## src/rtl/operand_entry_sequencer.sv

```systemverilog
// Operand entry sequencer: synchronises and debounces the enter and clear
// buttons, then steps through A entry, B/carry entry and a display hold,
// presenting registered operands and carry-in to the downstream adder.
module operand_entry_sequencer #(
  parameter int WIDTH           = 4,
  parameter int DEBOUNCE_CYCLES = 500000,
  parameter int CNT_W           = 20
) (
  input  logic             clk,
  input  logic             rst_n,
  input  logic [WIDTH:0]   switches,
  input  logic             key_n,
  input  logic             clr_n,
  output logic [WIDTH-1:0] operand_a,
  output logic [WIDTH-1:0] operand_b,
  output logic             carry_in,
  output logic             operands_valid,
  output logic             load_pulse,
  output logic [1:0]       state_o
);

  typedef enum logic [1:0] {
    WAIT_A  = 2'b00,
    WAIT_B  = 2'b01,
    SHOW    = 2'b10,
    ILLEGAL = 2'b11
  } state_t;

  localparam int NBTN = 2;
  localparam logic [CNT_W-1:0] CNT_LAST = CNT_W'(DEBOUNCE_CYCLES - 1);

  // Button index 0 is enter (key_n), index 1 is clear (clr_n).
  logic [NBTN-1:0]  btn_raw;
  logic [NBTN-1:0]  sync_1;
  logic [NBTN-1:0]  sync_2;
  logic [NBTN-1:0]  deb_level;
  logic [NBTN-1:0]  deb_level_d;
  logic [CNT_W-1:0] deb_cnt [NBTN];
  logic             key_evt;
  logic             clr_evt;

  state_t           state;
  state_t           state_next;
  logic [WIDTH-1:0] operand_a_next;
  logic [WIDTH-1:0] operand_b_next;
  logic             carry_in_next;
  logic             operands_valid_next;
  logic             load_pulse_next;

  assign btn_raw = {clr_n, key_n};

  // Two-flop synchronisers; reset to the released level so reset release never looks like a press.
  always_ff @(posedge clk or negedge rst_n) begin
    if (!rst_n) begin
      sync_1 <= '1;
      sync_2 <= '1;
    end else begin
      sync_1 <= btn_raw;
      sync_2 <= sync_1;
    end
  end

  // Debounce: a level change is accepted only after DEBOUNCE_CYCLES consecutive disagreeing cycles.
  always_ff @(posedge clk or negedge rst_n) begin
    if (!rst_n) begin
      deb_level   <= '1;
      deb_level_d <= '1;
      for (int i = 0; i < NBTN; i++) begin
        deb_cnt[i] <= '0;
      end
    end else begin
      deb_level_d <= deb_level;
      for (int i = 0; i < NBTN; i++) begin
        if (sync_2[i] == deb_level[i]) begin
          deb_cnt[i] <= '0;
        end else if (deb_cnt[i] == CNT_LAST) begin
          deb_level[i] <= sync_2[i];
          deb_cnt[i]   <= '0;
        end else begin
          deb_cnt[i] <= deb_cnt[i] + 1'b1;
        end
      end
    end
  end

  // A press is the cycle after the debounced level falls; releases produce nothing.
  assign key_evt = deb_level_d[0] & ~deb_level[0];
  assign clr_evt = deb_level_d[1] & ~deb_level[1];

  // State and output registers; all outputs are registered so the adder sees clean values.
  always_ff @(posedge clk or negedge rst_n) begin
    if (!rst_n) begin
      state          <= WAIT_A;
      operand_a      <= '0;
      operand_b      <= '0;
      carry_in       <= 1'b0;
      operands_valid <= 1'b0;
      load_pulse     <= 1'b0;
    end else begin
      state          <= state_next;
      operand_a      <= operand_a_next;
      operand_b      <= operand_b_next;
      carry_in       <= carry_in_next;
      operands_valid <= operands_valid_next;
      load_pulse     <= load_pulse_next;
    end
  end

  // Next-state logic: clear wins over enter, captures happen only on enter events.
  always_comb begin
    state_next      = state;
    operand_a_next  = operand_a;
    operand_b_next  = operand_b;
    carry_in_next   = carry_in;
    load_pulse_next = 1'b0;

    if (clr_evt) begin
      state_next     = WAIT_A;
      operand_a_next = '0;
      operand_b_next = '0;
      carry_in_next  = 1'b0;
    end else begin
      case (state)
        WAIT_A: begin
          if (key_evt) begin
            operand_a_next = switches[WIDTH-1:0];
            state_next     = WAIT_B;
          end
        end
        WAIT_B: begin
          if (key_evt) begin
            operand_b_next  = switches[WIDTH-1:0];
            carry_in_next   = switches[WIDTH];
            state_next      = SHOW;
            load_pulse_next = 1'b1;
          end
        end
        SHOW: begin
          if (key_evt) begin
            state_next = WAIT_A;
          end
        end
        default: begin
          state_next = WAIT_A;
        end
      endcase
    end

    operands_valid_next = (state_next == SHOW);
  end

  assign state_o = state;

endmodule

```

## config.mk

```make
export PLATFORM = sky130hd
export DESIGN_NAME = operand_entry_sequencer
export DESIGN_NICKNAME = d
export VERILOG_FILES = /design/src/rtl/operand_entry_sequencer.sv
export SDC_FILE = /design/constraint.sdc
export NUM_CORES = 1
export LEC_CHECK = 0
export ABC_AREA = 1
export CAP_MARGIN = 20
export CORE_AREA = 5 5 84 86
export DETAILED_ROUTE_END_ITERATION = 7
export DIE_AREA = 0 0 89 91
export PLACE_DENSITY = 0.69
export SLEW_MARGIN = 20
export SYNTH_ARGS = -nofsm -noshare
export SYNTH_HDL_FRONTEND = slang
export SYNTH_SLANG_ARGS = --single-unit
```

## constraint.sdc

```tcl
create_clock -name clk -period 2.2 [get_ports clk]
set_input_delay 0.44 -clock clk [delete_from_list [all_inputs] [get_ports clk]]
set_output_delay 0.44 -clock clk [all_outputs]
set_load 0.02 [all_outputs]
```

* Yosys cells after proc, flatten, opt, wreduce, memory -nomap -nowiden
Index checks and enable logic that the tools add are counted.
** Storage, ports and cells
- Register bits :: 61
- Output and inout bits :: 13
** Operators by class
- Add/subtract/negate cells :: 2
- Equal/unequal tests :: 7
- Muxes and demuxes :: 20
- Bitwise logic cells :: 6
- Reductions and logical operators :: 8
** Operators by type and width (number)
- two-way mux 20 bit :: 4
- adder 20 x 1 -> 20 bit (second input constant) :: 2
- == test 20 x 19 -> 1 bit (second input constant) :: 2
- two-way mux 4 bit :: 5
- two-way mux 2 bit :: 4
- AND reduction 2 bit :: 4
- two-way mux 1 bit :: 6
- one-hot mux 2 bit (3 select lines) :: 1
- nonzero test 2 bit :: 3
- == test 2 bit (second input constant) :: 2
- NOT 1 bit :: 4
- AND 1 bit :: 2
- == test 1 bit :: 2
- == test 2 x 1 -> 1 bit (second input constant) :: 1
- logical NOT 2 bit :: 1

* Logic depth before layout (Yosys ltp)
- Depth after elaboration :: 6
- Gate-level depth with buffers :: 9
- Gate-level depth less buffers :: 9

* Worst setup path after synthesis
No wires, ideal clock.
- Path kind :: reg2reg
- From :: register deb_cnt[20] in the netlist's numbering
- To :: register deb_cnt[38] in the netlist's numbering
- Data arrival time :: 1.128 ns
- Path slack :: 0.949 ns
- Cell stages (with the launch flop) :: 10
- Period minus slack after synthesis :: 1.251 ns
- Cell sequence :: dfrtp_1 ha_1 nand3_1 inv_1 nand2_1 nor2_4 nand2_1 nand2_1 nand2_1 nor2_1
** Between the ends
- Longest elaborated chain between the ends :: 3
** RTL lines
- from (decl) :: RTL line 38 : logic [CNT_W-1:0] deb_cnt [NBTN];
- from (signal, indexed assignment) :: RTL line 80 : deb_cnt[i] <= deb_cnt[i] + 1'b1;
- adder 20 x 1 -> 20 bit or == test 20 x 19 -> 1 bit (tied branches) :: RTL line 80, 76
- two-way mux 20 bit * :: RTL line 76 : end else if (deb_cnt[i] == CNT_LAST) begin
- two-way mux 20 bit * :: RTL line 74 : if (sync_2[i] == deb_level[i]) begin
Every way passes the cells marked *; elsewhere a longest branch is shown, timed or not.
A chain may end at the register's enable or synchronous reset.

* Worst setup path in the final report
- From :: register state[0] (netlist: state_o[0])
- To :: output state_o[0]
** RTL lines
- from (decl) :: RTL line 42 : state_t state;
- from (signal assigned) :: RTL line 100 : state <= state_next;
- to (decl) :: RTL line 19 : output logic [1:0] state_o
No word-level cell between the ends.

==> results.toml <==
[pwr]
seq_power_share_pct = 51.3
finalPower_mw = 2.23
comb_power_share_pct = 3.4
leakage_nw = 1.67
p_sw_share_pct = 21.8
power_density_mw_per_mm2 = 602
ir_worst_vdd_mv = 0.466
p_sw_mw = 0.487
pwr-share-clk_pct = 45.2
internal-power_mw = 1.75

[logic_synthesis]
ys_seq_elements = 61
ys.flop_type = "dfrtp_1"
syn_area_mm2 = 0.00320
synth_edf_count = 0
ys_types = 25
ys_warn_count = 0
seq_area_frac_synth_pct = 48.0
async_flop_share_pct = 100
syn_area_per_cell_um2 = 7.83
synthCells = 409
synth.net_count = 420

[worst_setup_path]
crit_type = "reg -> out"
cp_max_fo = 6
critPathTopFamily = "buffers and inverters"
cpMaxStageDelayCell = "clkdlybuf4s50_1"
slowest_delay_ps = 650
critPathLaunchType = "register"
cp-startpoint = "state_o[0]"
r2r_start = "deb_level[0]"
r2r_cells = 3
crit_chain = "clkdlybuf4s50_1"
arrival_ps = 1420
worst-path-buf-inv = 1
critPathCaptureType = "primary output"
crit_required_ps = 1760
crit_cells = 1

[timing]
rsz0062_at_grt = "no"
tightest_slew_ps = 424
finalMaxSlewViolations = 0
fin_crit_sh_pct = 84.5
fin_tns_setup_ps = 0
min_period_ps = 1860
hold_viol = 0
setup_viol = 0
slew_headroom_pct = 71.7
fin_worst_skew_ps = 10.3
fin_hold_ws_ps = 90.6
fmax_mhz = 538

[finish]
finalInstanceArea_mm2 = 0.00371
syn_to_final_growth_pct = 15.9
num-nets-final = 450
antenna_cells = 0
final_layout_size_suffix_gt1_share_pct = 10.6
fillers = 576
final_util_pct = 59.8

[place]
dp_hpwl_um = 4880
numPortBuffers = 21
gp_congestion = 0.901
place_area_mm2 = 0.00351

[clocking]
cts_resized = 0
cts_setup_buffers = 0
clock_sinks = 61
cts-root-buf = "clkbuf_8"
cts.path.max_buffers = 2
cts_buffers = 9
clkTransAtPathRegs_ps = 70
postCtsHoldBufs = 0
clk_latency_ps = 340
cts_tree = "built"
cts_max_level = 3

[route]
dr_total_vias = 2601
ant_nets = 0
avgViaCountPerCell = 4.99
drtIter0Drc = 118
wl_per_cell_um = 12.6
routed_wl_um = 6590
dr.pass1.iters = 5
drc = 0

[global_route]
grt-ovfl-total = 0
grt_pass1_wl_um = 11300
antenna_found_initial = 0
grt_max_degree = 62
first_global_vias = 2441
grtUsageTotal_pct = 17.9

[floorplanning]
core_area_mm2 = 0.00620
initial_core_util_pct = 51.6
num_rows = 29
die-area_mm2 = 0.00810
die_w_um = 89
io_pins = 22
die_h_um = 91

[min_path]
hold_path.class = "in -> async"

[status]
status = "complete, no violations"

[run]
maxCapViolations = 0
## cells in the mapped netlist (6+ instances only)
master / n / area [um2]
nor2_4: 9 / 101
nand4_1: 7 / 43.8
inv_1: 49 / 184
xnor2_1: 9 / 78.8
nor2_1: 94 / 353
nand3_1: 40 / 200
nand2_2: 6 / 37.5
dfrtp_1: 53 / 1330
xor2_1: 11 / 96.3
dfstp_2: 8 / 210
nand2_1: 81 / 304
o21ai_0: 15 / 75.1
## final timing paths
check                                     to  slack, ps
worst max-delay path              state_o[0]        340
worst min-delay path             deb_cnt[26]         90
worst max register to register   deb_cnt[22]        690
worst min register to register     sync_2[1]        360
max in group asynchronous       deb_level[1]       1790
min in group clk                   sync_2[1]        360
## layout make-up
type                       instances  area (um2)  area share, %
clock inverter                     4        47.5           1.28
clock buffer                      12         155           4.18
tap                               77        96.3           2.60
timing repair buffer              22         225           6.07
sequential                        61        1540           41.4
multi-input combinational        296        1470           39.5
inverter                          49         184           4.96
## layer usage
metal	GRT usage [%]	vias to the layer above	part of all wire, %
met3	4.16	8	3.2
li1	-	1338	-
met2	27.7	45	49
met1	24.1	1210	46
met4	7.32	0	1.5
met5	0	-	0
## registers in the layout, indices dropped and copies added (netlist names)
register        flops
deb_cnt            40
operand_a           4
operand_b           4
deb_level           2
deb_level_d         2
state_o             2
sync_1              2
sync_2              2
carry_in            1
load_pulse          1
operands_valid      1
## placed cells by master (no fill, tap or decap), drive strengths merged, types with 2 or more instances in the layout
cell,synthesis,layout
nand3,40,40
nor3b,2,2
nor3,6,6
clkbuf,0,12
xnor2,9,9
nor2,105,105
nand2,89,89
ha,2,2
xor2,11,11
nand4,7,7
buf,3,2
a21oi,4,4
inv,49,49
dfstp,8,8
o21ai,16,16
nand3b,2,2
clkinv,0,2
clkdlybuf4s50,0,20
dfrtp,53,53
## cells by family after synthesis
logic type | Yosys count | synth area share [%]
AO/OA/AOI/OAI | 21 | 3.36
XOR/XNOR | 20 | 5.47
adder cells (fa/ha/maj) | 2 | 0.782
buffers and inverters | 52 | 6.22
flip-flops | 61 | 48.0
AND/OR/NAND/NOR | 253 | 36.2
## power by group through the flow
stage | registers [mW] | logic, mW | clock network (mW)
floorplan | 1.16 | 0.0324 | 0
global placement | 1.17 | 0.0791 | 0
detailed placement | 1.17 | 0.0801 | 0
CTS | 1.15 | 0.0803 | 1.04
global route | 1.15 | 0.0895 | 1.10
finish | 1.15 | 0.0770 | 1.01
## stage by stage
| step | cells | setup slack, ps |
|---|---|---|
| after global routing | 521 | 283 |
| after floorplan | 409 | 949 |
| after CTS | 521 | 330 |
| after global placement | 505 | 666 |
| after detailed placement | 505 | 673 |
| final | 521 | 341 |
Power figures use the tool's default switching activity.
